### src/rtl/cam_stream_pkg.sv
// Shared types and constants for the camera-to-TFT pixel stream bridge.
package cam_stream_pkg;

  typedef enum logic [1:0] {
    WAIT_FRAME = 2'd0,
    WAIT_LINE  = 2'd1,
    CAPTURE    = 2'd2,
    LINE_END   = 2'd3
  } cam_state_e;

  localparam int SYNC_STAGES = 2;
  localparam int DEF_FRAME_W = 320;
  localparam int DEF_FRAME_H = 240;

endpackage

### src/rtl/cam_stream_fifo.sv
// Pixel FIFO: power-of-two depth, wrap-bit pointers, zero head when empty.
module cam_stream_fifo #(
  parameter int WIDTH = 16,
  parameter int DEPTH = 16
) (
  input  logic             clk,
  input  logic             buttonReset,
  input  logic             push,
  input  logic             pop,
  input  logic             flush,
  input  logic [WIDTH-1:0] din,
  output logic [WIDTH-1:0] dout,
  output logic             full,
  output logic             empty
);

  localparam int AW = $clog2(DEPTH);

  logic [AW:0]      wr_q, wr_d, rd_q, rd_d;
  logic [WIDTH-1:0] mem_q [DEPTH];
  logic             do_push, do_pop;

  assign empty   = (wr_q == rd_q);
  assign full    = (wr_q[AW] != rd_q[AW]) && (wr_q[AW-1:0] == rd_q[AW-1:0]);
  assign do_pop  = pop & ~empty;
  // a pop in the same cycle frees the slot, so a push into a full FIFO still lands
  assign do_push = push & (~full | do_pop);
  assign dout    = empty ? '0 : mem_q[rd_q[AW-1:0]];

  always_comb begin
    wr_d = wr_q;
    rd_d = rd_q;
    if (flush) begin
      wr_d = '0;
      rd_d = '0;
    end else begin
      if (do_push) wr_d = wr_q + 1'b1;
      if (do_pop)  rd_d = rd_q + 1'b1;
    end
  end

  always_ff @(posedge clk or posedge buttonReset) begin
    if (buttonReset) begin
      wr_q <= '0;
      rd_q <= '0;
    end else begin
      wr_q <= wr_d;
      rd_q <= rd_d;
    end
  end

  always_ff @(posedge clk) begin
    if (do_push && !flush) mem_q[wr_q[AW-1:0]] <= din;
  end

endmodule

### src/rtl/cam_tft_stream_bridge.sv
// Camera (vsync/href/pclk) to valid/ready pixel stream bridge.
// Define CAM_STREAM_TEST_PATTERN_EN to replace camera bytes with 8 colour bars.
//
// state      | meaning
// WAIT_FRAME | idle until synchronised vsync falls
// WAIT_LINE  | inside a frame, waiting for href to rise
// CAPTURE    | href high, assembling and pushing pixels
// LINE_END   | one cycle to decide next line or end of frame
module cam_tft_stream_bridge
  import cam_stream_pkg::*;
#(
  parameter int FRAME_W       = DEF_FRAME_W,
  parameter int FRAME_H       = DEF_FRAME_H,
  parameter int BYTES_PER_PIX = 2,
  parameter int DECIM         = 1,
  parameter int FIFO_DEPTH    = 16
) (
  input  logic                         clk,
  input  logic                         buttonReset,
  input  logic                         vsync,
  input  logic                         href,
  input  logic                         pclk,
  input  logic [7:0]                   cam_data,
  output logic [8*BYTES_PER_PIX-1:0]   pix_data,
  output logic                         pix_valid,
  input  logic                         pix_ready,
  output logic                         frame_start,
  output logic                         overflow,
  output logic                         size_err,
  input  logic                         err_clear
);

  localparam int PIX_W = 8 * BYTES_PER_PIX;
  localparam int COL_W = $clog2(FRAME_W + 1);
  localparam int ROW_W = $clog2(FRAME_H + 1);

  logic [SYNC_STAGES-1:0]      vsync_sync_q, href_sync_q, pclk_sync_q;
  logic [SYNC_STAGES-1:0][7:0] data_sync_q;
  logic                        vsync_hist_q, href_hist_q, pclk_hist_q;
  logic                        vs_s, hr_s, pc_s, vs_rise, vs_fall, hr_rise, hr_fall, pclk_edge;
  logic [7:0]                  byte_in;

  cam_state_e       state_q, state_d;
  logic [COL_W-1:0] col_q, col_d;
  logic [ROW_W-1:0] row_q, row_d;
  logic [1:0]       phase_q, phase_d;
  logic [PIX_W-1:0] asm_q, asm_d;
  logic             active_q, active_d, overflow_q, overflow_d, size_err_q, size_err_d;

  logic             abort_w, sample_w, pix_done_w, keep_w, push_w, pop_w, line_end_w;
  logic [PIX_W+7:0] asm_next;
  logic [PIX_W-1:0] pix_w;
  logic             fifo_full, fifo_empty;

  always_ff @(posedge clk or posedge buttonReset) begin
    if (buttonReset) begin
      vsync_sync_q <= '0;
      href_sync_q  <= '0;
      pclk_sync_q  <= '0;
      data_sync_q  <= '0;
      vsync_hist_q <= 1'b0;
      href_hist_q  <= 1'b0;
      pclk_hist_q  <= 1'b0;
    end else begin
      vsync_sync_q <= {vsync_sync_q[SYNC_STAGES-2:0], vsync};
      href_sync_q  <= {href_sync_q[SYNC_STAGES-2:0], href};
      pclk_sync_q  <= {pclk_sync_q[SYNC_STAGES-2:0], pclk};
      data_sync_q  <= {data_sync_q[SYNC_STAGES-2:0], cam_data};
      vsync_hist_q <= vs_s;
      href_hist_q  <= hr_s;
      pclk_hist_q  <= pc_s;
    end
  end

  assign vs_s      = vsync_sync_q[SYNC_STAGES-1];
  assign hr_s      = href_sync_q[SYNC_STAGES-1];
  assign pc_s      = pclk_sync_q[SYNC_STAGES-1];
  assign byte_in   = data_sync_q[SYNC_STAGES-1];
  assign vs_rise   = vs_s & ~vsync_hist_q;
  assign vs_fall   = ~vs_s & vsync_hist_q;
  assign hr_rise   = hr_s & ~href_hist_q;
  assign hr_fall   = ~hr_s & href_hist_q;
  assign pclk_edge = pc_s & ~pclk_hist_q;

  always_ff @(posedge clk or posedge buttonReset) begin
    if (buttonReset) state_q <= WAIT_FRAME;
    else             state_q <= state_d;
  end

  always_comb begin
    state_d = state_q;
    if (abort_w) begin
      state_d = WAIT_FRAME;
    end else begin
      case (state_q)
        WAIT_FRAME: if (vs_fall) state_d = WAIT_LINE;
        WAIT_LINE:  if (hr_rise) state_d = CAPTURE;
        CAPTURE:    if (hr_fall) state_d = LINE_END;
        // row already counts the line that just finished
        LINE_END:   state_d = (row_q < ROW_W'(FRAME_H)) ? WAIT_LINE : WAIT_FRAME;
        default:    state_d = WAIT_FRAME;
      endcase
    end
  end

  always_comb begin
    abort_w     = vs_rise && (state_q != WAIT_FRAME);
    frame_start = (state_q == WAIT_FRAME) && vs_fall;
    sample_w    = (state_q == CAPTURE) && pclk_edge && hr_s;
    pix_done_w  = sample_w && (phase_q == 2'(BYTES_PER_PIX - 1));
    keep_w      = ((int'(col_q) % DECIM) == 0) && ((int'(row_q) % DECIM) == 0);
    push_w      = pix_done_w && keep_w && !abort_w;
    line_end_w  = (state_q == CAPTURE) && hr_fall;
  end

  assign asm_next = {asm_q, byte_in};

`ifdef CAM_STREAM_TEST_PATTERN_EN
  logic [2:0] bar_w;
  logic [7:0] pat_byte_w;
  assign bar_w      = 3'((int'(col_q) * 8) / FRAME_W);
  assign pat_byte_w = {bar_w, bar_w, bar_w[2:1]};
  assign pix_w      = {BYTES_PER_PIX{pat_byte_w}};
`else
  assign pix_w = asm_next[PIX_W-1:0];
`endif

  assign pop_w = pix_valid & pix_ready;

  always_comb begin
    col_d      = col_q;
    row_d      = row_q;
    phase_d    = phase_q;
    asm_d      = asm_q;
    active_d   = active_q;
    overflow_d = overflow_q;
    size_err_d = size_err_q;
    if (err_clear) begin
      overflow_d = 1'b0;
      size_err_d = 1'b0;
    end
    if (frame_start) begin
      col_d    = '0;
      row_d    = '0;
      phase_d  = '0;
      active_d = 1'b1;
    end
    if ((state_q == WAIT_LINE) && hr_rise) phase_d = '0;
    if (sample_w) begin
      asm_d   = asm_next[PIX_W-1:0];
      phase_d = pix_done_w ? 2'd0 : phase_q + 2'd1;
      if (pix_done_w) col_d = col_q + 1'b1;
    end
    if (line_end_w) begin
      col_d = '0;
      row_d = row_q + 1'b1;
      if (int'(col_q) != FRAME_W) size_err_d = 1'b1;
    end
    if (vs_rise) begin
      active_d = 1'b0;
      if (active_q && (int'(row_q) != FRAME_H)) size_err_d = 1'b1;
    end
    if (push_w && fifo_full && !pop_w) overflow_d = 1'b1;
  end

  always_ff @(posedge clk or posedge buttonReset) begin
    if (buttonReset) begin
      col_q      <= '0;
      row_q      <= '0;
      phase_q    <= '0;
      asm_q      <= '0;
      active_q   <= 1'b0;
      overflow_q <= 1'b0;
      size_err_q <= 1'b0;
    end else begin
      col_q      <= col_d;
      row_q      <= row_d;
      phase_q    <= phase_d;
      asm_q      <= asm_d;
      active_q   <= active_d;
      overflow_q <= overflow_d;
      size_err_q <= size_err_d;
    end
  end

  cam_stream_fifo #(.WIDTH(PIX_W), .DEPTH(FIFO_DEPTH)) u_fifo (
    .clk         (clk),
    .buttonReset (buttonReset),
    .push        (push_w),
    .pop         (pop_w),
    .flush       (abort_w),
    .din         (pix_w),
    .dout        (pix_data),
    .full        (fifo_full),
    .empty       (fifo_empty)
  );

  assign pix_valid = ~fifo_empty;
  assign overflow  = overflow_q;
  assign size_err  = size_err_q;

endmodule

### config.mk
export PLATFORM = sky130hd
export DESIGN_NAME = cam_tft_stream_bridge
export DESIGN_NICKNAME = d
export VERILOG_FILES = /design/src/rtl/cam_stream_pkg.sv /design/src/rtl/cam_stream_fifo.sv /design/src/rtl/cam_tft_stream_bridge.sv
export SDC_FILE = /design/constraint.sdc
export NUM_CORES = 1
export LEC_CHECK = 0
export ABC_AREA = 0
export CORE_UTILIZATION = 63
export CTS_CLUSTER_DIAMETER = 50
export CTS_CLUSTER_SIZE = 14
export DETAILED_ROUTE_END_ITERATION = 10
export PLACE_DENSITY_LB_ADDON = 0.15
export SYNTH_ARGS = -nofsm -noshare
export SYNTH_HDL_FRONTEND = slang
export SYNTH_SLANG_ARGS = --single-unit
### constraint.sdc
create_clock -name clk -period 9.6 [get_ports clk]
set_clock_uncertainty 0.15 [all_clocks]
set_input_delay 1.92 -clock clk [delete_from_list [all_inputs] [get_ports clk]]
set_output_delay 1.92 -clock clk [all_outputs]
set_load 0.02 [all_outputs]
; ---- After elaboration in Yosys (flattened, before gate mapping)
; Memory sizes are Yosys's and may differ from the RTL's.
; Index checks and enable logic that the tools add are counted.
[op_classes]
n_addsub = 5
order_cmp = 1
eq_ne = 12
n_mux = 32
bitwise_logic = 16
n_reduce_logical = 24
[ops]
columns = cell, count
row1 = $mux 9, 4
row2 = $mux 5, 4
row3 = $mux 16, 1
row4 = $mux 2, 8
row5 = $mux 8, 2
row6 = $logic_and 1x1->1, 13
row7 = $mux 1, 12
row8 = $reduce_bool 2->1, 6
row9 = $add 5x1->5 const B, 2
row10 = $add 9x1->9 const B, 1
row11 = $ne 3x2->1 const B, 3
row12 = $ne 9x9->1 const B, 1
row13 = $add 8x1->8 const B, 1
row14 = $and 1x1->1, 8
row15 = $lt 8x8->1 const B, 1
row16 = $ne 8x5->1 const B, 1
row17 = $pmux 2 s4, 1
row18 = $not 1->1, 7
row19 = $eq 5x5->1, 1
row20 = $eq 2x1->1 const B, 2
row21 = $eq 2x2->1 const B, 2
row22 = $eq 4x4->1, 1
row23 = $reduce_and 3->1, 1
row24 = $reduce_bool 3->1, 1
row25 = 5 further kinds, 6
[word_totals]
regBits = 67
ramBits = 256
inputBits = 15
out_inout_bits = 20
elab_cells = 109
n_memories = 1
[mem_list]
columns = name, depth, width, read_ports, rd_ports_with_merged_regs, wr, line_no
row1 = u_fifo.mem_q, 16, 16, 1, 0, 1, cam_stream_fifo.sv:20  ; logic [WIDTH-1:0] mem_q [DEPTH];

; ---- Longest topological paths before layout
; Gate-level depths: netlist of run 1.
[depth]
ltp_word = 10
ltp_mapped = 9
mapped_depth_nobuf = 7

; ---- Cells and area by module
; A second synthesis of run 1 with hierarchy kept.
[hier_totals]
cells_unflattened = 705
hier_area_um2 = 12842.3
[modules_own_cells]
columns = module, n_inst, cells_each, area_per_inst_um2, seq_area_each_um2
row1 = cam_stream_fifo, 1, 488, 10431.3, 7937.6
row2 = cam_tft_stream_bridge, 1, 217, 2411.1, 1426.4

; ---- Least setup slack after synthesis of run 1
; OpenSTA, ideal clock, no wires.
[synth_timing]
path_kind = input port to flip-flop
from = in pix_ready
to = mem u_fifo.mem_q[3][0] (enable)
setup_time_ns = 0.409
arrival_time_ns = 3.613
t_required_ns = 9.041
path_slack_ns = 5.428
cell_stages = 4
path_cell_list = nor2_1 a211oi_4 nand2_1 nor3_1
[synth_via]
elab_chain_len = 7
[synth_rtl]
columns = item, line_no
row1 = "start, declared", cam_tft_stream_bridge.sv:26  ; input logic pix_ready,
row2 = $and 1x1->1, cam_tft_stream_bridge.sv:128  ; assign pop_w = pix_valid & pix_ready;
row3 = $and 1x1->1, cam_stream_fifo.sv:25  ; assign do_pop = pop & ~empty;
row4 = $or 1x1->1, cam_stream_fifo.sv:27  ; assign do_push = push & (~full | do_pop);
row5 = $and 1x1->1, cam_stream_fifo.sv:27
row6 = $logic_and 1x1->1, cam_stream_fifo.sv:53  ; if (do_push && !flush) mem_q[wr_q[AW-1:0]] <= din;
row7 = $mux 1, cam_stream_fifo.sv:53
row8 = $mux 1 (not written as such), cam_stream_fifo.sv:53
row9 = "end, declared", cam_stream_fifo.sv:20
; No other way between the ends.

; ---- Worst setup path in the final report of run 1
[layout_timing]
from = reg u_fifo.rd_q[1]
to = out pix_data[8]
[layout_via]
elab_chain_len = 2
word_cells_on_any_way = 3
cone_classes = eq/ne: 1 / mux: 1 / memory: 1
[layout_rtl]
columns = item, line_no
row1 = "start, declared", cam_stream_fifo.sv:19  ; logic [AW:0] wr_q, wr_d, rd_q, rd_d;
row2 = "start signal, assigned", cam_stream_fifo.sv:48  ; rd_q <= rd_d;
row3 = $mem_v2 16x16 or $eq 5x5->1 (tied branches), n/a
row4 = $mux 16 (*), cam_stream_fifo.sv:28  ; assign dout = empty ? '0 : mem_q[rd_q[AW-1:0]];
row5 = "end, declared", cam_tft_stream_bridge.sv:24  ; output logic [8*BYTES_PER_PIX-1:0] pix_data,
; Every way passes the cells marked *; elsewhere a longest branch is shown, timed or not.

==> flow_summary.ini, run 1 <==
[routing]
drt_wl_cell_um = 25.59
antenna_left = 0
drt-pass1-iter-count = 5
detail_route.wirelength_um = 25880
first_iter_violations = 550
route.detailed.drc = 0
via_count = 6527
detail_route.vias_per_cell = 6.456

[critical_path]
crit-reg2reg-launch = state_q[0]$_DFFE_PP0P_
crit_chain = buf_4 -> xor2_1 -> nor4_4 -> and2_1 -> a21oi_1 -> clkdlybuf4s50_1
worstSetupStartpointType = flop
worst_ep_arrival_time_ns = 4.00
end_kind = output pin
startpoint = u_fifo.rd_q[1]$_DFFE_PP0P_
critical-path-slowest-cell = sky130_fd_sc_hd__and2_1
critPathRequiredTime_ns = 7.53
worst_path_largest_cell_delay_ns = 0.79
worstSetupPathType = flop to output pin
critical_path.max_fanout = 68
setup.reg_to_reg.worst_slack_ns = 5.00

[cts]
cts.repair_timing.setup_buffer_count = 0
insertion_delay_ns = 0.55
post_cts_resize_count = 0
htree_levels = 1
cts_made_buffers = 28
cts-root-to-sink-buffers = 3
cts-hold-fix-buffers = 0
root_buffer = sky130_fd_sc_hd__clkbuf_16
cts_tree = done
clk_slew_on_worst_s_h_paths_ns = 0.07
cts_sinks = 323

[sta]
max_freq_mhz = 164.8
final.setup.tns_ns = 0
post-route-period-util_pct = 63.20
timing.final.crit_period_ns = 6.067
setup_viol = 0
max_slew_margin_pct = 13.93
slew_violations = 0
final_hold_viol_count = 0
slew_at_the_pin_closest_to_its_max_slew_limit_ns = 1.291
grt_setup_unrepaired = no

[global_routing]
grt_antenna_before_repair = 0
grt_util_all_layers_pct = 26.72
first_global_vias = 6632
globalRoute.totalOverflow = 0
grt_max_degree = 69
wire_length_of_the_first_global_routing_pass_um = 39470

[logic_synthesis]
synthTopCellsByArea = sky130_fd_sc_hd__edfxtp_1 61%, sky130_fd_sc_hd__dfrtp_1 13%, sky130_fd_sc_hd__mux4_2 11%
synth.largest_area_cell = sky130_fd_sc_hd__edfxtp_1
synth-adder-area-share_pct = 1.380
postSynthNetCount = 716
synth_xor_xnor_area_share_pct = 0.8280
syn-mean-instance-area_um2 = 18.48
synth_top_flop_cell = sky130_fd_sc_hd__edfxtp_1
synth-seq-area-share_pct = 73.77
number_of_enable_flip_flop_cells_after_synthesis = 256
synth_warnings = 0
async_flop_share_pct = 20.74
post_synth_inst_count = 687
synth_top_family_by_area = multiplexers
synth-compound-area-share_pct = 5.352
synthSimpleGateAreaFrac_pct = 4.593
ys_seq_elements = 323
synth_top_area_share_pct = 60.56
ys_types = 51
synth.mux.area_fraction_pct = 12.46
synthesis.area_um2 = 12690

[die]
fp.coreArea_um2 = 19590
dieArea_um2 = 20720
row_count = 51
floorplan.die.height_um = 143.9
die_width_um = 143.9
initial_utilization_pct = 64.80
boundaryPins = 35

[worst_hold_path]
classification_of_the_worst_slack_hold_path = flop to flop
hold_path.startpoint = pclk_sync_q[0]$_DFF_PP0_

[final_layout]
design.final.nets = 753
fill_cells = 1164
final_layout_size_suffix_gt1_share_pct = 17.16
layout_commonest_cell = sky130_fd_sc_hd__edfxtp_1
postLayoutCoreUtil_pct = 72.24
diode_insertion_count_for_antenna_repair = 0
areaGrowthSynthToFinish_pct = 11.48
mostFrequentLayoutCells = 256 x sky130_fd_sc_hd__edfxtp_1, 65 x sky130_fd_sc_hd__dfrtp_1, 64 x sky130_fd_sc_hd__mux4_2

[power_and_ir_drop]
power_density_nw_per_um2 = 265.3
worst_ir_drop_vdd_uv = 186.9
leakagePower_nw = 4.883
power_mw = 3.754

[placement]
globalplace.congestion = 0.8092
placement.io_buffers = 34
post_dp_hpwl_um = 14440

[status]
outcome = complete, no violations

[job]
max-cap-violations = 0
[registers in the layout, indices dropped and copies added, names as in the netlist, 2 cells and up]
signal,flops
pclk_sync_q,2
data_sync_q,8
vsync_sync_q,2
u_fifo.rd_q,5
col_q,9
asm_q,8
state_q,2
row_q,8
href_sync_q,2
u_fifo.wr_q,5
u_fifo.mem_q,256
phase_q,2
byte_in,8
[critical path, delay by kind of cell, from the launching register on]
| kind | cells | cell delay, ns |
|---|---|---|
| AO/OA/AOI/OAI | 1 | 0.23 |
| AND/OR/NAND/NOR | 2 | 1.31 |
| flip-flops | 1 | 0.34 |
| XOR/XNOR | 1 | 0.22 |
| buffers and inverters | 2 | 1.35 |
[per-layer routing]
metal	global-route usage, %	routed length, um
met5	0	0
met4	8.791	584
met3	5.332	2130
met2	41.98	12530
met1	38.15	10640
[where the power goes]
| group | switching, mW | internal (mW) |
|---|---|---|
| Clock | 0.474 | 0.594 |
| Sequential | 0.117 | 1.64 |
| Combinational | 0.478 | 0.454 |
[Yosys cell counts (2+ instances only)]
cell type                  number
sky130_fd_sc_hd__o31ai_1        2
sky130_fd_sc_hd__nand4_1        4
sky130_fd_sc_hd__mux4_2        64
sky130_fd_sc_hd__nand2_1       22
sky130_fd_sc_hd__o21ai_0       19
sky130_fd_sc_hd__nand3_1        8
sky130_fd_sc_hd__a31oi_1        3
sky130_fd_sc_hd__edfxtp_1     256
sky130_fd_sc_hd__inv_1         15
sky130_fd_sc_hd__a311oi_1       3
sky130_fd_sc_hd__dfrtp_1       67
sky130_fd_sc_hd__clkbuf_1      21
sky130_fd_sc_hd__nor3_1         5
sky130_fd_sc_hd__a22oi_1       32
sky130_fd_sc_hd__ha_1          14
sky130_fd_sc_hd__nand2b_1       6
sky130_fd_sc_hd__nor2b_1        7
sky130_fd_sc_hd__xor2_1         6
sky130_fd_sc_hd__nor2_1        22
sky130_fd_sc_hd__nor3b_1        2
sky130_fd_sc_hd__buf_2         10
sky130_fd_sc_hd__o211a_1        3
sky130_fd_sc_hd__and3_1        17
sky130_fd_sc_hd__a21oi_1       33
sky130_fd_sc_hd__and2_1         3
sky130_fd_sc_hd__buf_1          2
sky130_fd_sc_hd__mux2_2         8
sky130_fd_sc_hd__mux2i_1        5
sky130_fd_sc_hd__xnor2_1        6
[per-stage QoR]
stage	setup slack, ns	cell area, um^2	hold WS (ns)	cells
6_report	3.533	14150	0.1975	1011
5_1_grt	3.367	14150	0.2076	1011
4_1_cts	3.511	14150	0.2033	1011
3_5_place_dp	4.088	13290	0.1847	959
3_3_place_gp	4.194	13290	0.1817	959
2_1_floorplan	5.428	12690	0.1812	687
[worst paths after layout]
path	endpoint	cells after the start
worst min register to register	pclk_sync_q[1]$_DFF_PP0_	0
worst max-delay path	pix_data[8]	6
min in group asynchronous	data_sync_q[0]$_DFF_PP0_	3
worst max register to register	u_fifo.mem_q[11][4]$_DFFE_PP_	6
max in group asynchronous	u_fifo.rd_q[0]$_DFFE_PP0P_	3
worst min-delay path	pclk_sync_q[1]$_DFF_PP0_	0
[kinds of logic after synthesis]
logic type / after synthesis
flip-flops: 323
AND/OR/NAND/NOR: 107
AO/OA/AOI/OAI: 104
multiplexers: 77
buffers and inverters: 50
adder cells (fa/ha/maj): 14
XOR/XNOR: 12
[final cells by class]
class                      count  area (um^2)  share of cell area, %
clock buffer                  47        838.3                  5.924
sequential                   323         9369                  66.21
clock inverter                 5        26.28                 0.1857
inverter                      15        56.30                 0.3979
timing repair buffer          42        400.4                  2.829
tap                          265        331.6                  2.343
multi-input combinational    314         3129                  22.11
Power figures use the tool's default switching activity.
==> run 2: changes to the inputs <==
--- a/config.mk
+++ b/config.mk
@@ -6,7 +6,7 @@
 export NUM_CORES = 1
 export LEC_CHECK = 0
 export ABC_AREA = 0
-export CORE_UTILIZATION = 63
+export CORE_UTILIZATION = 61
 export CTS_CLUSTER_DIAMETER = 50
 export CTS_CLUSTER_SIZE = 14
 export DETAILED_ROUTE_END_ITERATION = 10
==> constraint.sdc (replaced) <==
create_clock -name clk -period 6.28 [get_ports clk]
set_clock_uncertainty 0.15 [all_clocks]
set_input_delay 1.256 -clock clk [delete_from_list [all_inputs] [get_ports clk]]
set_output_delay 1.256 -clock clk [all_outputs]
set_load 0.02 [all_outputs]
==> run 2 against run 1 <==
Compared with the run above: final cell count is 0.99% higher; flip-flop and latch count unchanged; total power up 57%; first-iteration DRC count is 7.5% lower; routed wire length rose by 1.8%; final area increased by 0.77%; critical endpoint is now pix_data[10].
==> flow_summary.ini, run 2 (synthesis results as in run 1) <==
[die]
fp.coreArea_um2 = 20300
dieArea_um2 = 21390
floorplan.die.height_um = 146.3
row_count = 52
boundaryPins = 35
initial_utilization_pct = 62.53
die_width_um = 146.3

[routing]
route.detailed.drc = 0
drt_wl_cell_um = 25.80
first_iter_violations = 509
via_count = 6597
drt-pass1-iter-count = 5
antenna_left = 0
detail_route.vias_per_cell = 6.461
detail_route.wirelength_um = 26350

[job]
max-cap-violations = 0

[final_layout]
design.final.nets = 756
final_layout_size_suffix_gt1_share_pct = 17.71
layout_commonest_cell = sky130_fd_sc_hd__edfxtp_1
fill_cells = 1289
largest_register_ff_count = 256
diode_insertion_count_for_antenna_repair = 0
areaGrowthSynthToFinish_pct = 12.34
mostFrequentLayoutCells = 256 x sky130_fd_sc_hd__edfxtp_1, 65 x sky130_fd_sc_hd__dfrtp_1, 64 x sky130_fd_sc_hd__mux4_2

[global_routing]
globalRoute.totalOverflow = 0
wire_length_of_the_first_global_routing_pass_um = 40480
grt_max_degree = 68
grt_util_all_layers_pct = 25.94
first_global_vias = 6843
grt_antenna_before_repair = 0

[power_and_ir_drop]
power_density_nw_per_um2 = 412.1
worst_ir_drop_vdd_uv = 439.0
leakagePower_nw = 4.926

[critical_path]
worstSetupPathType = flop to output pin
end_kind = output pin
startpoint = u_fifo.rd_q[0]$_DFFE_PP0P_
worst_ep_arrival_time_ns = 3.76
critical_path.max_fanout = 35
crit-reg2reg-launch = state_q[0]$_DFFE_PP0P_
critPathRequiredTime_ns = 4.87
worstSetupStartpointType = flop

[cts]
root_buffer = sky130_fd_sc_hd__clkbuf_16
post_cts_resize_count = 0
cts.repair_timing.setup_buffer_count = 0
cts-root-to-sink-buffers = 3
cts_tree = done
cts-hold-fix-buffers = 0
clk_slew_on_worst_s_h_paths_ns = 0.06
cts_made_buffers = 30
insertion_delay_ns = 0.55
cts_sinks = 323
htree_levels = 1

[sta]
final.setup.tns_ns = 0
slew_violations = 0
slew_at_the_pin_closest_to_its_max_slew_limit_ns = 1.207
timing.final.ws_setup_ns = 1.114
post-route-period-util_pct = 82.27
max_freq_mhz = 193.6
grt_setup_unrepaired = no
max_slew_margin_pct = 19.53
timing.final.crit_period_ns = 5.166
setup_viol = 0
final_hold_viol_count = 0

[status]
outcome = complete, no violations

[worst_hold_path]
hold_path.startpoint = data_sync_q[2]$_DFF_PP0_
classification_of_the_worst_slack_hold_path = flop to flop

[placement]
placement.io_buffers = 34
detailedPlace.worstSlack_ns = 1.627
globalplace.congestion = 0.7903
post_dp_hpwl_um = 14710
run 2: cell count changes in the layout (fill, tap and decap cells not counted), sizes merged:
cell / previous run / this run
clkbuf: 47 / 44
buf: 8 / 9
clkinvlp: 0 / 1
inv: 16 / 17
clkinv: 4 / 7
bufinv: 0 / 2
run 2: stage by stage:
step / hold slack [ns] / power (mW) / utilization (%) / instances / instance area [um^2]
floorplan: 0.1812 / 3.672 / - / 687 / 12690
detailed placement: 0.1847 / 4.151 / 65.52 / 965 / 13300
finish: 0.1969 / 5.877 / 70.25 / 1021 / 14260
global route: 0.1991 / 6.103 / 70.25 / 1021 / 14260
CTS: 0.1977 / 5.901 / 70.25 / 1021 / 14260
global placement: 0.1825 / 4.115 / 65.52 / 965 / 13300
run 2: cell type report:
class | count | area, um^2 | area share, %
clock buffer | 44 | 834.6 | 5.852
sequential | 323 | 9369 | 65.70
timing repair buffer | 43 | 407.9 | 2.860
tap | 270 | 337.8 | 2.369
multi-input combinational | 314 | 3129 | 21.94
inverter | 15 | 56.30 | 0.3948
clock inverter | 12 | 125.1 | 0.8774
run 2: worst max-delay path, cell delays in order, from the launching register on:
cell and delay, ns:
sky130_fd_sc_hd__dfrtp_4 0.86, sky130_fd_sc_hd__xor2_1 0.21, sky130_fd_sc_hd__nor4_4 0.52, sky130_fd_sc_hd__and2_1 0.79, sky130_fd_sc_hd__a21oi_1 0.21, sky130_fd_sc_hd__clkdlybuf4s50_1 0.61
run 2: worst paths after layout:
kind	endpoint	slack [ns]	cells past startpoint
worst min register to register	byte_in[2]$_DFF_PP0_	0.20	0
max in group asynchronous	u_fifo.rd_q[0]$_DFFE_PP0P_	4.00	3
worst max-delay path	pix_data[10]	1.11	5
worst min-delay path	byte_in[2]$_DFF_PP0_	0.20	0
worst max register to register	u_fifo.mem_q[7][2]$_DFFE_PP_	2.32	7
min in group asynchronous	byte_in[0]$_DFF_PP0_	0.98	2
run 2: power by group:
group | internal [mW] | leakage, nW | switching, mW | total [mW]
Combinational | 0.691 | 1.31 | 0.691 | 1.38
Sequential | 2.50 | 3.16 | 0.225 | 2.73
Clock | 1.01 | 0.464 | 0.761 | 1.77
run 2: layer usage:
layer	global-route usage, %	share of wire [%]
met5	0	0
met4	8.594	3.0
met3	3.875	6.4
met2	43.45	51
met1	35.57	40
